==> src/rtl/mc_ctrl_pkg.sv <==
// Shared constants for the multi-cycle MIPS-subset control path: ISA codes,
// ALUctr codes, state encodings and datapath mux selects.
package mc_ctrl_pkg;

  typedef enum logic [3:0] {
    ST_FETCH    = 4'd0,
    ST_DECODE   = 4'd1,
    ST_EXEC_R   = 4'd2,
    ST_EXEC_I   = 4'd3,
    ST_WB_R     = 4'd4,
    ST_WB_I     = 4'd5,
    ST_MEM_ADDR = 4'd6,
    ST_MEM_RD   = 4'd7,
    ST_MEM_WR   = 4'd8,
    ST_WB_MEM   = 4'd9,
    ST_BRANCH   = 4'd10,
    ST_JUMP     = 4'd11,
    ST_TRAP     = 4'd12
  } state_e;

  localparam logic [5:0] OP_RTYPE = 6'h00;
  localparam logic [5:0] OP_J     = 6'h02;
  localparam logic [5:0] OP_BEQ   = 6'h04;
  localparam logic [5:0] OP_ADDI  = 6'h08;
  localparam logic [5:0] OP_ADDIU = 6'h09;
  localparam logic [5:0] OP_ORI   = 6'h0d;
  localparam logic [5:0] OP_LUI   = 6'h0f;
  localparam logic [5:0] OP_LW    = 6'h23;
  localparam logic [5:0] OP_SW    = 6'h2b;

  localparam logic [5:0] FN_ADD  = 6'h20;
  localparam logic [5:0] FN_ADDU = 6'h21;
  localparam logic [5:0] FN_SUB  = 6'h22;
  localparam logic [5:0] FN_SUBU = 6'h23;
  localparam logic [5:0] FN_AND  = 6'h24;
  localparam logic [5:0] FN_OR   = 6'h25;
  localparam logic [5:0] FN_SLT  = 6'h2a;
  localparam logic [5:0] FN_SLTU = 6'h2b;

  localparam logic [3:0] ALU_ADDU = 4'b0000;
  localparam logic [3:0] ALU_ADD  = 4'b0001;
  localparam logic [3:0] ALU_AND  = 4'b0010;
  localparam logic [3:0] ALU_OR   = 4'b0011;
  localparam logic [3:0] ALU_SUBU = 4'b0100;
  localparam logic [3:0] ALU_SUB  = 4'b0101;
  localparam logic [3:0] ALU_SLTU = 4'b0110;
  localparam logic [3:0] ALU_SLT  = 4'b0111;
  localparam logic [3:0] ALU_LUI  = 4'b1000;

  localparam logic [1:0] PC_SRC_ALU    = 2'b00;
  localparam logic [1:0] PC_SRC_ALUOUT = 2'b01;
  localparam logic [1:0] PC_SRC_JUMP   = 2'b10;

  localparam logic [1:0] SRCB_RT   = 2'b00;
  localparam logic [1:0] SRCB_FOUR = 2'b01;
  localparam logic [1:0] SRCB_IMM  = 2'b10;
  localparam logic [1:0] SRCB_BR   = 2'b11;

endpackage

==> src/rtl/mc_ctrl_fsm_if.sv <==
// Control/status bundle between the multi-cycle sequencer (master) and the
// datapath plus memory port (slave).
interface mc_ctrl_fsm_if;
  logic [5:0] op;
  logic [5:0] func;
  logic       zero;
  logic       ovf;
  logic       mem_ready;
  logic       mem_req;
  logic       mem_we;
  logic       i_or_d;
  logic       ir_wr;
  logic       pc_wr;
  logic [1:0] pc_src;
  logic       alu_src_a;
  logic [1:0] alu_src_b;
  logic [3:0] alu_ctr;
  logic       ext_op;
  logic       reg_wr;
  logic       reg_dst;
  logic       mem_to_reg;
  logic       illegal;
  logic       bus_err;
  logic [3:0] state_o;

  modport master (
    input  op, func, zero, ovf, mem_ready,
    output mem_req, mem_we, i_or_d, ir_wr, pc_wr, pc_src, alu_src_a, alu_src_b,
           alu_ctr, ext_op, reg_wr, reg_dst, mem_to_reg, illegal, bus_err, state_o
  );

  modport slave (
    output op, func, zero, ovf, mem_ready,
    input  mem_req, mem_we, i_or_d, ir_wr, pc_wr, pc_src, alu_src_a, alu_src_b,
           alu_ctr, ext_op, reg_wr, reg_dst, mem_to_reg, illegal, bus_err, state_o
  );
endinterface

==> src/rtl/mc_alu_dec.sv <==
// R-type func -> ALUctr decoder; func_valid flags the eight supported functions.
module mc_alu_dec
  import mc_ctrl_pkg::*;
(
  input  logic [5:0] func,
  output logic [3:0] alu_ctr,
  output logic       func_valid
);

  always_comb begin
    // NOTE: every output gets a default before the case so no path infers a latch.
    alu_ctr    = ALU_ADDU;
    func_valid = 1'b1;
    case (func)
      FN_ADDU: alu_ctr = ALU_ADDU;
      FN_ADD:  alu_ctr = ALU_ADD;
      FN_AND:  alu_ctr = ALU_AND;
      FN_OR:   alu_ctr = ALU_OR;
      FN_SUBU: alu_ctr = ALU_SUBU;
      FN_SUB:  alu_ctr = ALU_SUB;
      FN_SLTU: alu_ctr = ALU_SLTU;
      FN_SLT:  alu_ctr = ALU_SLT;
      default: func_valid = 1'b0;
    endcase
  end

endmodule

==> src/rtl/mc_ctrl_fsm.sv <==
// Multi-cycle FETCH/DECODE/EXEC/MEM/WB sequencer with a shared memory port,
// request timeout trap and sticky illegal/bus_err flags.
module mc_ctrl_fsm
  import mc_ctrl_pkg::*;
#(
  parameter int TMO_W   = 8,
  parameter int TMO_MAX = 255
) (
  input  logic         clk,
  input  logic         rst_n,
  mc_ctrl_fsm_if.master bus
);

  localparam logic [TMO_W-1:0] TMO_LIMIT = TMO_W'(TMO_MAX);

  state_e           state_q, state_d;
  logic [5:0]       op_q, op_d;
  logic [TMO_W-1:0] wait_cnt_q, wait_cnt_d;
  logic             illegal_q, illegal_d;
  logic             bus_err_q, bus_err_d;
  logic [3:0]       func_ctr;
  logic             func_valid;
  logic             timeout;

  mc_alu_dec u_alu_dec (
    .func       (bus.func),
    .alu_ctr    (func_ctr),
    .func_valid (func_valid)
  );

  assign timeout = (wait_cnt_q == TMO_LIMIT);

  always_comb begin
    state_d        = state_q;
    op_d           = op_q;
    illegal_d      = illegal_q;
    bus_err_d      = bus_err_q;
    bus.mem_req    = 1'b0;
    bus.mem_we     = 1'b0;
    bus.i_or_d     = 1'b0;
    bus.ir_wr      = 1'b0;
    bus.pc_wr      = 1'b0;
    bus.pc_src     = PC_SRC_ALU;
    bus.alu_src_a  = 1'b0;
    bus.alu_src_b  = SRCB_RT;
    bus.alu_ctr    = ALU_ADDU;
    bus.ext_op     = 1'b0;
    bus.reg_wr     = 1'b0;
    bus.reg_dst    = 1'b0;
    bus.mem_to_reg = 1'b0;
    bus.illegal    = 1'b0;
    bus.bus_err    = 1'b0;
    bus.state_o    = ST_FETCH;
    // While reset is held every output stays at its zero default.
    if (rst_n) begin
      bus.illegal = illegal_q;
      bus.bus_err = bus_err_q;
      bus.state_o = state_q;
      case (state_q)
        ST_FETCH: begin
          bus.mem_req   = 1'b1;
          bus.alu_src_b = SRCB_FOUR;
          if (bus.mem_ready) begin
            bus.ir_wr = 1'b1;
            bus.pc_wr = 1'b1;
            state_d   = ST_DECODE;
          end else if (timeout) begin
            state_d   = ST_TRAP;
            bus_err_d = 1'b1;
          end
        end
        ST_DECODE: begin
          bus.alu_src_b = SRCB_BR;
          bus.ext_op    = 1'b1;
          op_d          = bus.op;
          case (bus.op)
            OP_RTYPE:                         state_d = func_valid ? ST_EXEC_R : ST_TRAP;
            OP_ADDI, OP_ADDIU, OP_ORI, OP_LUI: state_d = ST_EXEC_I;
            OP_LW, OP_SW:                     state_d = ST_MEM_ADDR;
            OP_BEQ:                           state_d = ST_BRANCH;
            OP_J:                             state_d = ST_JUMP;
            default:                          state_d = ST_TRAP;
          endcase
          if (state_d == ST_TRAP) illegal_d = 1'b1;
        end
        ST_EXEC_R, ST_WB_R: begin
          // ALU operands stay selected through write-back so ovf remains valid.
          bus.alu_src_a = 1'b1;
          bus.alu_ctr   = func_ctr;
          if (state_q == ST_EXEC_R) begin
            state_d = ST_WB_R;
          end else begin
            bus.reg_dst = 1'b1;
            bus.reg_wr  = !(bus.ovf && (func_ctr == ALU_ADD || func_ctr == ALU_SUB));
            state_d     = ST_FETCH;
          end
        end
        ST_EXEC_I, ST_WB_I: begin
          bus.alu_src_a = 1'b1;
          bus.alu_src_b = SRCB_IMM;
          case (op_q)
            OP_ADDI:  begin bus.alu_ctr = ALU_ADD;  bus.ext_op = 1'b1; end
            OP_ADDIU: begin bus.alu_ctr = ALU_ADDU; bus.ext_op = 1'b1; end
            OP_ORI:   bus.alu_ctr = ALU_OR;
            default:  bus.alu_ctr = ALU_LUI;
          endcase
          if (state_q == ST_EXEC_I) begin
            state_d = ST_WB_I;
          end else begin
            bus.reg_wr = !(bus.ovf && op_q == OP_ADDI);
            state_d    = ST_FETCH;
          end
        end
        ST_MEM_ADDR: begin
          bus.alu_src_a = 1'b1;
          bus.alu_src_b = SRCB_IMM;
          bus.ext_op    = 1'b1;
          state_d       = (op_q == OP_SW) ? ST_MEM_WR : ST_MEM_RD;
        end
        ST_MEM_RD, ST_MEM_WR: begin
          bus.mem_req = 1'b1;
          bus.i_or_d  = 1'b1;
          bus.mem_we  = (state_q == ST_MEM_WR);
          if (bus.mem_ready) begin
            state_d = (state_q == ST_MEM_RD) ? ST_WB_MEM : ST_FETCH;
          end else if (timeout) begin
            state_d   = ST_TRAP;
            bus_err_d = 1'b1;
          end
        end
        ST_WB_MEM: begin
          bus.reg_wr     = 1'b1;
          bus.mem_to_reg = 1'b1;
          state_d        = ST_FETCH;
        end
        ST_BRANCH: begin
          bus.alu_src_a = 1'b1;
          bus.alu_ctr   = ALU_SUBU;
          bus.pc_src    = PC_SRC_ALUOUT;
          bus.pc_wr     = bus.zero;
          state_d       = ST_FETCH;
        end
        ST_JUMP: begin
          bus.pc_src = PC_SRC_JUMP;
          bus.pc_wr  = 1'b1;
          state_d    = ST_FETCH;
        end
        ST_TRAP: state_d = ST_TRAP;
        default: state_d = ST_FETCH;
      endcase
    end
  end

  // Counts stalled request cycles in one state; saturates at the limit.
  always_comb begin
    wait_cnt_d = '0;
    if (bus.mem_req && !bus.mem_ready && state_d == state_q) begin
      wait_cnt_d = timeout ? wait_cnt_q : wait_cnt_q + TMO_W'(1);
    end
  end

  always_ff @(posedge clk) begin
    // NOTE: reset is synchronous, and sequential state uses non-blocking assignments only.
    if (!rst_n) begin
      state_q    <= ST_FETCH;
      op_q       <= '0;
      wait_cnt_q <= '0;
      illegal_q  <= 1'b0;
      bus_err_q  <= 1'b0;
    end else begin
      state_q    <= state_d;
      op_q       <= op_d;
      wait_cnt_q <= wait_cnt_d;
      illegal_q  <= illegal_d;
      bus_err_q  <= bus_err_d;
    end
  end

endmodule

==> src/flat_wrapper.sv <==
// flat-port wrapper written by rule: the top's interface ports become plain ports
module mc_ctrl_fsm_flat import mc_ctrl_pkg::*;
#(
  parameter int TMO_W   = 8,
  parameter int TMO_MAX = 255
)
  (clk, rst_n, bus_op, bus_func, bus_zero, bus_ovf, bus_mem_ready, bus_mem_req, bus_mem_we, bus_i_or_d, bus_ir_wr, bus_pc_wr, bus_pc_src, bus_alu_src_a, bus_alu_src_b, bus_alu_ctr, bus_ext_op, bus_reg_wr, bus_reg_dst, bus_mem_to_reg, bus_illegal, bus_bus_err, bus_state_o);
  mc_ctrl_fsm_if bus_i ();
  input  logic clk;
  input  logic rst_n;
  input wire logic [$bits(bus_i.op)-1:0] bus_op;
  input wire logic [$bits(bus_i.func)-1:0] bus_func;
  input wire logic [$bits(bus_i.zero)-1:0] bus_zero;
  input wire logic [$bits(bus_i.ovf)-1:0] bus_ovf;
  input wire logic [$bits(bus_i.mem_ready)-1:0] bus_mem_ready;
  output wire logic [$bits(bus_i.mem_req)-1:0] bus_mem_req;
  output wire logic [$bits(bus_i.mem_we)-1:0] bus_mem_we;
  output wire logic [$bits(bus_i.i_or_d)-1:0] bus_i_or_d;
  output wire logic [$bits(bus_i.ir_wr)-1:0] bus_ir_wr;
  output wire logic [$bits(bus_i.pc_wr)-1:0] bus_pc_wr;
  output wire logic [$bits(bus_i.pc_src)-1:0] bus_pc_src;
  output wire logic [$bits(bus_i.alu_src_a)-1:0] bus_alu_src_a;
  output wire logic [$bits(bus_i.alu_src_b)-1:0] bus_alu_src_b;
  output wire logic [$bits(bus_i.alu_ctr)-1:0] bus_alu_ctr;
  output wire logic [$bits(bus_i.ext_op)-1:0] bus_ext_op;
  output wire logic [$bits(bus_i.reg_wr)-1:0] bus_reg_wr;
  output wire logic [$bits(bus_i.reg_dst)-1:0] bus_reg_dst;
  output wire logic [$bits(bus_i.mem_to_reg)-1:0] bus_mem_to_reg;
  output wire logic [$bits(bus_i.illegal)-1:0] bus_illegal;
  output wire logic [$bits(bus_i.bus_err)-1:0] bus_bus_err;
  output wire logic [$bits(bus_i.state_o)-1:0] bus_state_o;
  assign bus_i.op = bus_op;
  assign bus_i.func = bus_func;
  assign bus_i.zero = bus_zero;
  assign bus_i.ovf = bus_ovf;
  assign bus_i.mem_ready = bus_mem_ready;
  assign bus_mem_req = bus_i.mem_req;
  assign bus_mem_we = bus_i.mem_we;
  assign bus_i_or_d = bus_i.i_or_d;
  assign bus_ir_wr = bus_i.ir_wr;
  assign bus_pc_wr = bus_i.pc_wr;
  assign bus_pc_src = bus_i.pc_src;
  assign bus_alu_src_a = bus_i.alu_src_a;
  assign bus_alu_src_b = bus_i.alu_src_b;
  assign bus_alu_ctr = bus_i.alu_ctr;
  assign bus_ext_op = bus_i.ext_op;
  assign bus_reg_wr = bus_i.reg_wr;
  assign bus_reg_dst = bus_i.reg_dst;
  assign bus_mem_to_reg = bus_i.mem_to_reg;
  assign bus_illegal = bus_i.illegal;
  assign bus_bus_err = bus_i.bus_err;
  assign bus_state_o = bus_i.state_o;
  mc_ctrl_fsm #(.TMO_W(TMO_W), .TMO_MAX(TMO_MAX)) u_core (.clk(clk), .rst_n(rst_n), .bus(bus_i));
endmodule
==> config.mk <==
export PLATFORM = sky130hd
export DESIGN_NAME = mc_ctrl_fsm_flat
export DESIGN_NICKNAME = d
export VERILOG_FILES = /design/src/rtl/mc_ctrl_pkg.sv /design/src/rtl/mc_ctrl_fsm_if.sv /design/src/rtl/mc_alu_dec.sv /design/src/rtl/mc_ctrl_fsm.sv /design/src/flat_wrapper.sv
export SDC_FILE = /design/constraint.sdc
export NUM_CORES = 1
export LEC_CHECK = 0
export BUFFER_PORTS_ARGS = -buffer_cell sky130_fd_sc_hd__buf_2
export CORE_MARGIN = 5
export CORE_UTILIZATION = 55
export CTS_BUF_LIST = sky130_fd_sc_hd__clkbuf_8
export CTS_CLUSTER_SIZE = 12
export DETAILED_ROUTE_END_ITERATION = 6
export PLACE_DENSITY = 0.8
export SETUP_SLACK_MARGIN = 0.15
export SYNTH_ARGS = -nofsm -noshare
export SYNTH_HDL_FRONTEND = slang
export SYNTH_SLANG_ARGS = --single-unit
==> constraint.sdc <==
create_clock -name clk -period 2.3 [get_ports clk]
set_input_delay 0.115 -clock clk [delete_from_list [all_inputs] [get_ports clk]]
set_output_delay 0.115 -clock clk [all_outputs]
set_load 0.005 [all_outputs]
==> metrics.csv <==
stage;metric;value;unit
logic_synthesis;syn_inst;213;
drt;drt-initial-drc-count;89;
sta;grt_setup_unrepaired;no;
cts;path_clk_slew;0.07;ns
cts;cts_max_level;1;
placement;placed_area;0.001779;sq mm
sta;slew_headroom;64.10;%
global_routing;grt_max_degree;25;
global_routing;grt_pass1_vias;1434;
finish;diodes;0;
drt;via_per_inst;5.946;
logic_synthesis;synth_seq_cells;20;
placement;dpl.hpwl;2727;um
finish;finalNetCount;266;
drt;drcViolationCount;0;
global_routing;gr-total-overflow;0;
power_and_ir_drop;p_leak;0.7943;nW
sta;drv_slew;0;
power_and_ir_drop;p_per_area;565.8;mW/mm^2
cts;clk_latency;0.26;ns
drt;first_pass_iters;4;
sta;fin_crit;2.019;ns
power_and_ir_drop;seqPwrFrac;40.1;%
global_routing;grtUsageTotal;17.90;%
setup_path;cp-end-kind;output pin;
die;rows;19;
drt;vias;1653;
drt;wl_per_cell;13.21;um
drt;ant_nets;0;
placement;io_buffers;40;
power_and_ir_drop;power_frac_clock;33.4;%
cts;clockRootBuffer;clkbuf_8;
logic_synthesis;syn_nets;231;
sta;worst_pin_slew;0.5377;ns
power_and_ir_drop;power.switching;310.2;uW
setup_path;worstSetupPathType;reg -> out;
placement;place.gp.congestion;0.8350;
power_and_ir_drop;p_int;737.6;uW
sta;timing.final.crit_share;87.76;%
sta;tns;0;ns
logic_synthesis;synth.distinct_cells;59;
global_routing;grt_pass1_wl;6182;um
sta;hold_violations;0;
logic_synthesis;synth-edff-count;0;
cts;cts_made_buffers;3;
logic_synthesis;yosysSeqAreaShare;25.40;%
setup_path;worst_ep_arrival_time;1.90;ns
logic_synthesis;ys.flop_type;dfxtp_1;
logic_synthesis;syn_avg_cell_area;7.401;sq um
drt;routed_wl;3673;um
finish;final_cell_area;0.001852;sq mm
flow_run;cap_violations;0;
sta;max_freq;495.4;MHz
die;die_h;63.54;um
status;status;complete, no violations;
finish;drive_gt1_share;23.89;%
cts;cts.sink_count;20;
cts;cts_tree;done;
die;dieArea;0.004037;sq mm
power_and_ir_drop;comb_power_share;26.4;%
die;start_util;57.17;%
sta;setup_viol_count_final;0;
setup_path;cp_max_fo;5;
logic_synthesis;async_reset_ff_share;0;%
min_path;hold_class;in -> reg;
cts;cts_buffer_depth;2;
die;ios;41;
logic_synthesis;ys.warnings.count;0;
die;die_w;63.54;um
logic_synthesis;synth_area;0.001577;sq mm
power_and_ir_drop;switching_share;29.61;%
finish;area_growth;17.46;%
power_and_ir_drop;worst_ir_drop_vdd;491.9;uV
setup_path;cp-start-kind;register;
global_routing;antenna_found_initial;0;
setup_path;required;2.18;ns
sta;skew;0.006599;ns
power_and_ir_drop;finalPower;1.048;mW
die;core_area;0.002758;sq mm
flip-flops by register name, indices dropped and copies added (netlist names):
register	flops
u_core.bus_err_q	1
u_core.op_q	6
u_core.wait_cnt_q	8
u_core.illegal_q	1
u_core.state_q	4
per-layer routing:
metal	vias to the layer above	GRT usage (%)	share of wire, %
li1	836	-	-
met1	764	21.96	44
met2	48	31.85	50
met3	5	3.020	5.5
met4	0	4.675	0.76
met5	-	0	0
cell families (layout without fill, tap and decap cells):
family | count (synthesis) | in the layout | synth area share (%)
flops | 20 | 20 | 25.40
mux | 3 | 3 | 2.222
xor+xnor | 7 | 7 | 3.889
simple gates | 117 | 117 | 41.59
fa+ha+maj | 2 | 2 | 1.508
buf+inv | 17 | 51 | 4.682
compound gates | 47 | 47 | 20.72
synthesized netlist by cell type (3+ instances only):
master | count | area [sq um]
o21a_1 | 5 | 37.54
nand2b_1 | 9 | 56.30
clkbuf_1 | 6 | 22.52
nor3_1 | 9 | 45.04
dfxtp_1 | 20 | 400.4
nand4_1 | 5 | 31.28
nand2_1 | 27 | 101.4
nor2_1 | 24 | 90.09
a21boi_0 | 6 | 45.04
buf_2 | 3 | 15.01
nor2b_1 | 3 | 18.77
o21ai_0 | 9 | 45.04
inv_1 | 3 | 11.26
and2_1 | 9 | 56.30
xor2_1 | 5 | 43.79
a21oi_1 | 8 | 40.04
nor3b_1 | 4 | 30.03
and3_1 | 4 | 25.02
critical path, stage by stage, from the launching register on:
cell and delay [ns]:
dfxtp_1 0.31, nand2b_4 0.15, or4_4 0.43, maj3_2 0.31, mux2_4 0.26, nor2_2 0.07
buf_2 0.11
layout by cell type (no fill, tap or decap), drive strengths merged, types with 3 or more instances in the layout:
master,n
buf,43
nand2,27
nor2,25
dfxtp,20
nand2b,11
and2,9
o21ai,9
nor3,9
a21oi,8
a21boi,6
nand4,6
xor2,5
o21a,5
and3,4
nor3b,4
nor2b,3
inv,3
clkbuf,3
nand3,3
final timing paths:
kind / startpoint / end / slack [ns] / depth (start not counted)
max: u_core.op_q[4] / bus_ext_op / 0.28 / 6
min: bus_op[0] / u_core.op_q[0] / 0.14 / 3
max reg2reg: u_core.state_q[1] / u_core.wait_cnt_q[6] / 0.40 / 5
min reg2reg: u_core.op_q[4] / u_core.op_q[4] / 0.47 / 2
per-stage QoR:
stage / hold slack [ns] / worst slack, ns / instances / utilization, %
after floorplan: 0.2556 / 0.6112 / 213 / -
after global placement: 0.4076 / 0.4446 / 274 / 64.52
after detailed placement: 0.4132 / 0.4186 / 274 / 64.52
after CTS: 0.1407 / 0.1510 / 278 / 67.11
after global routing: 0.1463 / 0.1647 / 278 / 67.15
final: 0.1423 / 0.2815 / 278 / 67.15
final cells by class:
class                      instances  area [sq um]
clock buffer                       3         41.29
clock inverter                     1         30.03
fill                             242         905.9
multi-input combinational        176          1102
timing repair buffer              43         222.7
sequential                        20         401.6
inverter                           4         15.01
tap                               31         38.79
power by group through the flow:
stage / combinational, mW / clock, mW / sequential [mW]
final: 0.277 / 0.350 / 0.421
after global routing: 0.309 / 0.368 / 0.428
after CTS: 0.278 / 0.353 / 0.418
after detailed placement: 0.276 / 0 / 0.426
after global placement: 0.275 / 0 / 0.425
after floorplan: 0.219 / 0 / 0.392
what timing repair did:
item	CTS	global route
setup endpoints to repair	0	1
hold buffers	0	0
buffers inserted	0	0
gates resized for setup	0	1
No activity file was read; power rests on OpenSTA's default activity.
